## src/rtl/stall_ctrl.sv

```systemverilog
// stall_ctrl: pipeline stall controller.
// Merges per-stage stall requests into one contiguous hold vector with
// fixed priority MEM > EX > ID > IF. It also runs a watchdog that raises a
// sticky flag when a stall lasts too long, and keeps saturating performance
// counters for the debug read path.
// The stall vector and source code are combinational. Everything else is
// registered on the rising edge of clk.

module stall_ctrl #(
    parameter int unsigned MAX_STALL = 200,
    parameter int unsigned WD_W      = 8,
    parameter int unsigned CNT_W     = 32
) (
    input  logic             clk,
    input  logic             rst,
    input  logic             stallreq_if_i,
    input  logic             stallreq_id_i,
    input  logic             stallreq_ex_i,
    input  logic             stallreq_mem_i,
    input  logic             stat_clr_i,
    output logic [5:0]       stall,
    output logic [2:0]       stall_src_o,
    output logic             stall_timeout_o,
    output logic [CNT_W-1:0] stall_cycles_o,
    output logic [CNT_W-1:0] stall_events_o,
    output logic [CNT_W-1:0] bubble_cycles_o
);

    typedef enum logic [1:0] {
        WD_IDLE    = 2'd0,
        WD_STALLED = 2'd1,
        WD_TIMEOUT = 2'd2
    } wd_state_e;

    localparam logic [WD_W-1:0]  WD_LIMIT = WD_W'(MAX_STALL);
    localparam logic [CNT_W-1:0] CNT_SAT  = {CNT_W{1'b1}};
    localparam logic [CNT_W-1:0] CNT_ONE  = CNT_W'(1);

    wd_state_e        wd_state_q;
    logic [WD_W-1:0]  wd_cnt_q;
    logic [WD_W-1:0]  wd_inc_s;
    logic             wd_hit_s;
    logic             timeout_q;
    logic             prev_stall_q;

    logic [CNT_W-1:0] cyc_q, cyc_d;
    logic [CNT_W-1:0] evt_q, evt_d;
    logic [CNT_W-1:0] bub_q, bub_d;

    // Priority merge of stall requests. Every vector is contiguous from bit 0,
    // so the stage just above the top set bit receives a bubble.
    always_comb begin
        stall       = 6'b000000;
        stall_src_o = 3'd0;
        if (rst) begin
            stall       = 6'b000000;
            stall_src_o = 3'd0;
        end else if (stallreq_mem_i) begin
            stall       = 6'b011111;
            stall_src_o = 3'd4;
        end else if (stallreq_ex_i) begin
            stall       = 6'b001111;
            stall_src_o = 3'd3;
        end else if (stallreq_id_i) begin
            stall       = 6'b000111;
            stall_src_o = 3'd2;
        end else if (stallreq_if_i) begin
            stall       = 6'b000011;
            stall_src_o = 3'd1;
        end else begin
            stall       = 6'b000000;
            stall_src_o = 3'd0;
        end
    end

    // Watchdog limit detection. wd_cnt_q is 0 in IDLE, so the first stalled
    // cycle also goes through the increment path. This makes MAX_STALL=1
    // time out on the very first stalled edge.
    always_comb begin
        wd_inc_s = wd_cnt_q + WD_W'(1);
        if (stall[0] && (wd_state_q != WD_TIMEOUT)) begin
            wd_hit_s = (wd_inc_s == WD_LIMIT);
        end else begin
            wd_hit_s = 1'b0;
        end
    end

    // Watchdog FSM with its sticky timeout flag. The flag is cleared by
    // stat_clr_i, but that input leaves the state and the count alone.
    always_ff @(posedge clk) begin
        if (rst) begin
            wd_state_q <= WD_IDLE;
            wd_cnt_q   <= '0;
            timeout_q  <= 1'b0;
        end else begin
            case (wd_state_q)
                WD_IDLE, WD_STALLED: begin
                    if (stall[0]) begin
                        wd_cnt_q   <= wd_inc_s;
                        wd_state_q <= wd_hit_s ? WD_TIMEOUT : WD_STALLED;
                    end else begin
                        wd_cnt_q   <= '0;
                        wd_state_q <= WD_IDLE;
                    end
                end
                WD_TIMEOUT: begin
                    if (stall[0]) begin
                        wd_cnt_q   <= wd_cnt_q;
                        wd_state_q <= WD_TIMEOUT;
                    end else begin
                        wd_cnt_q   <= '0;
                        wd_state_q <= WD_IDLE;
                    end
                end
                default: begin
                    wd_cnt_q   <= '0;
                    wd_state_q <= WD_IDLE;
                end
            endcase

            if (stat_clr_i) begin
                timeout_q <= 1'b0;
            end else if (wd_hit_s) begin
                timeout_q <= 1'b1;
            end else begin
                timeout_q <= timeout_q;
            end
        end
    end

    // Next values of the saturating performance counters. A clear takes
    // priority over an increment in the same cycle.
    always_comb begin
        cyc_d = cyc_q;
        evt_d = evt_q;
        bub_d = bub_q;
        if (stat_clr_i) begin
            cyc_d = '0;
            evt_d = '0;
            bub_d = '0;
        end else begin
            if (stall[0] && (cyc_q != CNT_SAT)) begin
                cyc_d = cyc_q + CNT_ONE;
            end else begin
                cyc_d = cyc_q;
            end
            if (stall[0] && !prev_stall_q && (evt_q != CNT_SAT)) begin
                evt_d = evt_q + CNT_ONE;
            end else begin
                evt_d = evt_q;
            end
            if (stall[2] && !stall[3] && (bub_q != CNT_SAT)) begin
                bub_d = bub_q + CNT_ONE;
            end else begin
                bub_d = bub_q;
            end
        end
    end

    // Counter registers and the previous-cycle stall flop used for edge
    // detection. The flop resets to 0, so a request that is still high after
    // reset counts as a new episode.
    always_ff @(posedge clk) begin
        if (rst) begin
            cyc_q        <= '0;
            evt_q        <= '0;
            bub_q        <= '0;
            prev_stall_q <= 1'b0;
        end else begin
            cyc_q        <= cyc_d;
            evt_q        <= evt_d;
            bub_q        <= bub_d;
            prev_stall_q <= stall[0];
        end
    end

    assign stall_timeout_o = timeout_q;
    assign stall_cycles_o  = cyc_q;
    assign stall_events_o  = evt_q;
    assign bubble_cycles_o = bub_q;

endmodule

```

## config.mk

```make
export PLATFORM = sky130hd
export DESIGN_NAME = stall_ctrl
export DESIGN_NICKNAME = d
export VERILOG_FILES = /design/src/rtl/stall_ctrl.sv
export SDC_FILE = /design/constraint.sdc
export NUM_CORES = 1
export LEC_CHECK = 0
export CAP_MARGIN = 20
export CORE_ASPECT_RATIO = 0.5
export CORE_UTILIZATION = 45
export CTS_BUF_LIST = sky130_fd_sc_hd__clkbuf_4 sky130_fd_sc_hd__clkbuf_8
export DETAILED_ROUTE_END_ITERATION = 10
export PLACE_DENSITY = 0.7
export SLEW_MARGIN = 20
export SYNTH_ARGS = -nofsm -noshare
export SYNTH_HDL_FRONTEND = slang
export SYNTH_SLANG_ARGS = --single-unit
```

## constraint.sdc

```tcl
create_clock -name clk -period 2.5 [get_ports clk]
set_clock_uncertainty 0.15 [all_clocks]
set_input_delay 0.625 -clock clk [delete_from_list [all_inputs] [get_ports clk]]
set_output_delay 0.625 -clock clk [all_outputs]
set_load 0.02 [all_outputs]
```

==> impl_metrics.py, run 1 <==
metrics = {
    "run_status": {
        "outcome": "finished, final reports clean",
    },
    "clock_network": {
        "cts.sinks": 108,
        "cts_inserted_buffers": 9,
        "clock_tree_from_tritoncts": "built",
        "cts-root-buf": "sky130_fd_sc_hd__clkbuf_8",
        "htree_num_levels": 3,
        "worst_setup_hold_path_clk_slew_ns": 0.10,
        "clk_latency_ns": 0.37,
        "cts_hold_repair.buffers": 0,
        "cts_max_path_buffers": 2,
    },
    "worst_setup_path": {
        "critPathRequiredTime_ns": 1.73,
        "timing.critical_path.slowest_cell_delay_ns": 0.29,
        "setup.worst_path.end_class": "output port",
        "path_class": "in -> out",
        "cp_data_arrival_time_ns": 1.62,
        "worst_setup_path_start_kind": "input port",
        "crit_family": "buffers and inverters",
        "crit_path_top_delay_cell": "sky130_fd_sc_hd__clkdlybuf4s15_2",
        "setup.reg_to_reg.worst_slack_ns": 0.18,
        "timing.critical_path.cells": "dlygate4sd2_1 -> buf_4 -> inv_1 -> a21oi_1 -> nor3_1 -> clkdlybuf4s15_2",
        "critical_path.max_fanout": 3,
        "crit_buf_inv": 4,
    },
    "synthesis": {
        "synth-warning-count": 0,
        "synth.cells.most_frequent": "108 x sky130_fd_sc_hd__dfxtp_1, 58 x sky130_fd_sc_hd__a21oi_1, 58 x sky130_fd_sc_hd__nand2_1, 47 x sky130_fd_sc_hd__nor2_1, 42 x sky130_fd_sc_hd__or3_1",
        "syn-instance-count": 689,
        "synthTopCellsByArea": "sky130_fd_sc_hd__dfxtp_1 37%, sky130_fd_sc_hd__a21oi_1 5.0%, sky130_fd_sc_hd__or3_1 4.5%",
        "synthesis.area_um2": 5780,
        "yosys_register_bits": 108,
        "net_count_synth": 701,
        "yosysSeqAreaShare": 0.374,
        "yosysTopAreaCellShare": 0.374,
        "synth-edff-count": 0,
        "yosys.cell_types.count": 64,
        "synthFlopType": "sky130_fd_sc_hd__dfxtp_1",
        "postSynth.asyncResetShare": 0,
        "yosys.area.top_type": "sky130_fd_sc_hd__dfxtp_1",
        "synth_most_common_cell": "sky130_fd_sc_hd__dfxtp_1",
        "syn_avg_cell_area_um2": 8.38,
    },
    "drt": {
        "via_per_inst": 5.75,
        "via_count": 5971,
        "post_drt_wl_per_cell_um": 15.5,
        "wl_um": 16200,
        "initialDrtViolationCount": 440,
        "drtPass1Iterations": 6,
        "antenna_violating_nets_post_route": 0,
        "drcViolationCount": 0,
    },
    "power": {
        "vdd_ir_drop_max_mv": 0.277,
        "power_per_cell_area_nw_per_um2": 394,
        "total_leakage_power_uw": 0.00263,
        "totalPowerFinal_uw": 3140,
    },
    "timing": {
        "slew-limit-headroom": 0.642,
        "rsz0062_at_grt": "no",
        "clock_period_minus_worst_slack_ns": 2.40,
        "setup_viol": 0,
        "timing.final.crit_share": 0.958,
        "hold_ws_ns": 0.360,
        "report.final.hold_viol_count": 0,
        "tightest_slew_ns": 0.532,
        "fmaxAchievable_mhz": 417,
        "finalMaxSlewViolations": 0,
        "fin_tns_setup_ns": 0,
    },
    "floorplanning": {
        "dieWidth_um": 162,
        "fp.coreArea_um2": 12200,
        "die-height_um": 82.1,
        "die-area_um2": 13300,
        "design.portCount": 113,
        "initial_utilization": 0.475,
        "floorplan.rows": 28,
    },
    "global_routing": {
        "grt_max_degree": 48,
        "groute.layer.met3.usage": 0.0400,
        "groute.layer.met2.usage": 0.416,
        "global_route_wire_length_before_repair_um": 26100,
        "met1_usage": 0.330,
        "globalRouteTotalUtil": 0.244,
        "grt_pass1_vias": 5198,
        "antenna_violations_before_repair": 0,
        "globalRouteOverflowTotal": 0,
        "top_usage_layer": "met2",
    },
    "cells_and_area": {
        "final_layout_size_suffix_gt1_frac": 0.208,
        "stdcell_count": 1039,
        "final_nets": 882,
        "syn2layout_area_growth_pct": 37.8,
        "num_antenna_cells": 0,
    },
    "place": {
        "dp.cells": 1016,
        "detailedPlacementHpwl_um": 11500,
        "port_buffers": 111,
        "gp_congestion": 0.813,
    },
    "job": {
        "cap_viol_max_count": 0,
    },
    "worst_hold_path": {
        "timing.hold.worst.class": "reg -> reg",
    },
}
-- worst paths after layout --
kind / from / cells past startpoint / end
worst max-delay path: stallreq_id_i / 6 / stall_src_o[0]
worst min-delay path: stall_cycles_o[8]$_SDFFE_PP0P_ / 2 / stall_cycles_o[8]$_SDFFE_PP0P_
worst max register to register: bubble_cycles_o[21]$_SDFFE_PP0P_ / 6 / bubble_cycles_o[31]$_SDFFE_PP0P_
worst min register to register: stall_cycles_o[8]$_SDFFE_PP0P_ / 2 / stall_cycles_o[8]$_SDFFE_PP0P_
-- repair_timing --
| item | in CTS | in global routing |
|---|---|---|
| setup buffers | 1 | 4 |
| cloned | 1 | 2 |
| endpoints found under the setup margin | 31 | 40 |
| pin swaps | 3 | 2 |
| gates resized for setup | 30 | 11 |
-- power breakdown --
group	internal, uW	switching (uW)
Sequential	1730	9.12
Clock	599	607
Combinational	82.5	115
-- routing by layer --
| layer | up-vias | part of all wire |
|---|---|---|
| met4 | 0 | 0.0064 |
| met5 | - | 0 |
| li1 | 2958 | - |
| met1 | 2873 | 0.49 |
| met3 | 11 | 0.040 |
| met2 | 129 | 0.47 |
-- worst register-to-register path, cell delays in order, from the launching register on --
cell and delay (ns):
sky130_fd_sc_hd__dfxtp_1 0.39, sky130_fd_sc_hd__and4_1 0.27, sky130_fd_sc_hd__nand3_1 0.31, sky130_fd_sc_hd__buf_4 0.28
sky130_fd_sc_hd__or3_1 0.32, sky130_fd_sc_hd__or4_1 0.40, sky130_fd_sc_hd__a21oi_1 0.14
-- flip-flops by register name (all words and copies together) (netlist names) --
name and count:
bubble_cycles_o 32, prev_stall_q 1, stall_cycles_o 32, stall_events_o 32, stall_timeout_o 1, wd_cnt_q 8, wd_state_q 2
-- final cells by class --
cell class                      instances  area, um2
Clock buffer                           11        145
Fill cell                            1066       4200
Clock inverter                          4       73.8
Multi-Input combinational cell        531       3440
Timing Repair Buffer                  206       1880
Inverter                               14       52.6
Tap cell                              165        206
Sequential cell                       108       2160
-- metrics by stage --
step / setup WS, ns / instance area, um2 / util
finish: 0.104 / 7960 / 0.655
global route: 0.00156 / 7960 / 0.655
CTS: 0.0162 / 7850 / 0.646
detailed placement: -0.546 / 7600 / 0.625
global placement: -0.515 / 7600 / 0.625
floorplan: 0.0349 / 5780 / -
-- placed cells by master, fill, tap and decap left out, types with 4 or more instances in the layout --
cell type	synthesis	layout
sky130_fd_sc_hd__a21oi_1	58	57
sky130_fd_sc_hd__a21oi_2	6	7
sky130_fd_sc_hd__a22oi_1	4	4
sky130_fd_sc_hd__a31o_2	4	4
sky130_fd_sc_hd__a31oi_1	4	4
sky130_fd_sc_hd__and2_1	4	4
sky130_fd_sc_hd__and3_1	12	12
sky130_fd_sc_hd__and4_1	6	6
sky130_fd_sc_hd__buf_12	1	5
sky130_fd_sc_hd__buf_4	5	90
sky130_fd_sc_hd__clkbuf_8	0	10
sky130_fd_sc_hd__clkdlybuf4s50_1	0	98
sky130_fd_sc_hd__dfxtp_1	108	108
sky130_fd_sc_hd__dlygate4sd2_1	0	8
sky130_fd_sc_hd__ha_1	5	5
sky130_fd_sc_hd__inv_1	13	13
sky130_fd_sc_hd__mux2i_1	18	18
sky130_fd_sc_hd__nand2_1	58	57
sky130_fd_sc_hd__nand3_1	39	37
sky130_fd_sc_hd__nand4_1	25	25
sky130_fd_sc_hd__nand4_2	4	4
sky130_fd_sc_hd__nor2_1	47	46
sky130_fd_sc_hd__nor3_1	16	14
sky130_fd_sc_hd__nor4_1	20	16
sky130_fd_sc_hd__nor4_2	1	4
sky130_fd_sc_hd__nor4_4	3	4
sky130_fd_sc_hd__o211ai_1	4	4
sky130_fd_sc_hd__o21ai_0	33	33
sky130_fd_sc_hd__o21ai_2	6	6
sky130_fd_sc_hd__o31ai_1	24	24
sky130_fd_sc_hd__or2_2	5	4
sky130_fd_sc_hd__or3_1	42	42
sky130_fd_sc_hd__or3_2	6	6
sky130_fd_sc_hd__or4_1	22	22
sky130_fd_sc_hd__or4_2	5	5
sky130_fd_sc_hd__xnor2_1	11	11
-- logic make-up after synthesis --
kind of cell / after synthesis / synth area share
simple gates: 334 / 0.339
compound gates: 156 / 0.172
flops: 108 / 0.374
buf+inv: 52 / 0.0470
mux: 19 / 0.0331
xor+xnor: 14 / 0.0225
fa+ha+maj: 5 / 0.0108
other cells: 1 / 0.000649
Power figures use the tool's default switching activity.
==> run 2, diff against run 1 <==
Settings changed: CORE_ASPECT_RATIO 0.5 to unset.
==> impl_metrics.py, run 2 (synthesis results as in run 1) <==
metrics = {
    "power": {
        "power_per_cell_area_nw_per_um2": 403,
        "total_leakage_power_uw": 0.00257,
        "vdd_ir_drop_max_mv": 0.218,
    },
    "cells_and_area": {
        "final_nets": 879,
        "num_antenna_cells": 0,
        "final_layout_size_suffix_gt1_frac": 0.198,
        "syn2layout_area_growth_pct": 35.8,
        "register_area_um2": 2160,
        "fillerInstances": 1129,
        "final_common_cell": "sky130_fd_sc_hd__dfxtp_1",
        "final_cell_mix": "108 x sky130_fd_sc_hd__dfxtp_1, 98 x sky130_fd_sc_hd__clkdlybuf4s50_1, 92 x sky130_fd_sc_hd__buf_4",
        "multi_input_area_um2": 3390,
    },
    "job": {
        "cap_viol_max_count": 0,
    },
    "clock_network": {
        "cts.sinks": 108,
        "cts_inserted_buffers": 9,
        "worst_setup_hold_path_clk_slew_ns": 0.10,
        "clk_latency_ns": 0.39,
        "cts-root-buf": "sky130_fd_sc_hd__clkbuf_8",
        "cts_hold_repair.buffers": 0,
        "clock_tree_from_tritoncts": "built",
        "htree_num_levels": 3,
        "cts_max_path_buffers": 2,
    },
    "timing": {
        "report.final.hold_viol_count": 0,
        "slew-limit-headroom": 0.624,
        "hold_ws_ns": 0.352,
        "fmaxAchievable_mhz": 411,
        "finalWorstSetupSlack_ns": 0.0693,
        "setup_viol": 0,
        "clock_period_minus_worst_slack_ns": 2.43,
        "timing.final.crit_share": 0.972,
        "tightest_slew_ns": 0.564,
        "finalMaxSlewViolations": 0,
        "rsz0062_at_grt": "no",
    },
    "drt": {
        "drtPass1Iterations": 5,
        "post_drt_wl_per_cell_um": 15.8,
        "initialDrtViolationCount": 358,
        "via_count": 6040,
        "via_per_inst": 5.79,
        "antenna_violating_nets_post_route": 0,
        "drcViolationCount": 0,
        "wl_um": 16400,
    },
    "worst_hold_path": {
        "timing.hold.worst.class": "reg -> reg",
        "worstHoldPathCells": 2,
    },
    "place": {
        "detailedPlacementHpwl_um": 12300,
        "post-place-ws_ns": -0.501,
        "port_buffers": 111,
        "gp_congestion": 0.842,
    },
    "global_routing": {
        "globalRouteOverflowTotal": 0,
        "global_route_wire_length_before_repair_um": 26800,
        "grt_max_degree": 27,
        "grt_pass1_vias": 5599,
        "globalRouteTotalUtil": 0.253,
        "antenna_violations_before_repair": 0,
    },
    "worst_setup_path": {
        "cp_data_arrival_time_ns": 1.66,
        "setup.worst_path.end_class": "output port",
        "timing.critical_path.slowest_cell_delay_ns": 0.31,
        "critical_path.max_fanout": 3,
        "worst_setup_path_start_kind": "input port",
        "crit_path_top_delay_cell": "sky130_fd_sc_hd__nor4_4",
        "critPathRequiredTime_ns": 1.73,
        "path_class": "in -> out",
        "r2r_cells": 8,
        "crit_buf_inv": 3,
        "timing.critical_path.cells": "dlygate4sd2_1 -> nor4_4 -> or2_4 -> inv_2 -> clkdlybuf4s15_2",
        "crit_family": "buffers and inverters",
        "crit_cells": 5,
    },
    "floorplanning": {
        "fp.coreArea_um2": 12600,
        "die-height_um": 115,
        "design.portCount": 113,
        "die-area_um2": 13300,
        "dieWidth_um": 115,
        "initial_utilization": 0.460,
        "floorplan.rows": 41,
    },
    "run_status": {
        "outcome": "finished, final reports clean",
    },
}
run 2: cell types whose count changed in the layout (fill, tap and decap cells not counted), moves of 2 or more:
cell / change
sky130_fd_sc_hd__buf_12: -5
sky130_fd_sc_hd__inv_6: +4
sky130_fd_sc_hd__nor4_1: +4
sky130_fd_sc_hd__clkbuf_2: +2
sky130_fd_sc_hd__nor4_2: -4
sky130_fd_sc_hd__buf_4: +2
run 2: routing by layer:
| layer | vias up | track usage | part of all wire |
|---|---|---|---|
| met2 | 170 | 0.434 | 0.50 |
| met4 | 0 | 0.0892 | 0.013 |
| li1 | 2953 | - | - |
| met5 | - | 0 | 0 |
| met3 | 18 | 0.0364 | 0.046 |
| met1 | 2899 | 0.324 | 0.44 |
run 2: worst register-to-register path: stages (launching register included):
cell and delay [ns]:
sky130_fd_sc_hd__dfxtp_1 0.35, sky130_fd_sc_hd__ha_1 0.17, sky130_fd_sc_hd__nand4_1 0.18, sky130_fd_sc_hd__or4_4 0.61
sky130_fd_sc_hd__buf_4 0.17, sky130_fd_sc_hd__nor3_2 0.22, sky130_fd_sc_hd__buf_4 0.18, sky130_fd_sc_hd__nor3_1 0.08
sky130_fd_sc_hd__nor3_1 0.18
run 2: power breakdown:
part           internal [uW]  switching (uW)  total [uW]
Clock                    581             655        1240
Combinational           74.0             113         187
Sequential              1730            9.68        1740
Total                   2380             778        3160
run 2: path summary, 6_finish.rpt:
kind              slack (ns)                                to                            start
hold / removal          0.35   stall_cycles_o[21]$_SDFFE_PP0P_  stall_cycles_o[21]$_SDFFE_PP0P_
setup / recovery        0.07                          stall[1]                    stallreq_if_i
hold reg to reg         0.35   stall_cycles_o[21]$_SDFFE_PP0P_  stall_cycles_o[21]$_SDFFE_PP0P_
setup reg to reg        0.13  bubble_cycles_o[23]$_SDFFE_PP0P_  bubble_cycles_o[0]$_SDFFE_PP0P_
run 2: layout make-up:
type,count,share of cell area
clock buffers,9,0.0158
clock inverters,7,0.0132
inverters,14,0.00670
multi-input cells,530,0.432
flip-flops and latches,108,0.276
well taps,172,0.0274
repair buffers,204,0.229
run 2: timing repair:
item | CTS | global route
setup buffers | 1 | 1
pin swaps | 2 | 3
gates resized for setup | 22 | 8
gates cloned | 1 | 0
hold endpoints to repair | 0 | 0
endpoints found under the setup margin | 31 | 10
run 2: stage by stage:
stage / utilization / std cells / total power [uW] / TNS (ns) / cell area [um2]
floorplan: - / 689 / 1880 / 0 / 5780
global placement: 0.603 / 1025 / 1960 / -28.84 / 7580
detailed placement: 0.603 / 1025 / 1970 / -32.00 / 7580
CTS: 0.623 / 1043 / 3190 / 0 / 7830
global route: 0.624 / 1044 / 3270 / 0 / 7840
finish: 0.624 / 1044 / 3160 / 0 / 7840
==> run 3, diff against run 2 <==
Settings changed: ABC_CLOCK_PERIOD_IN_PS set to 2500.
==> results of run 3 <==
Same layout as run 2: the final DEF is identical, and so are final timing and power.
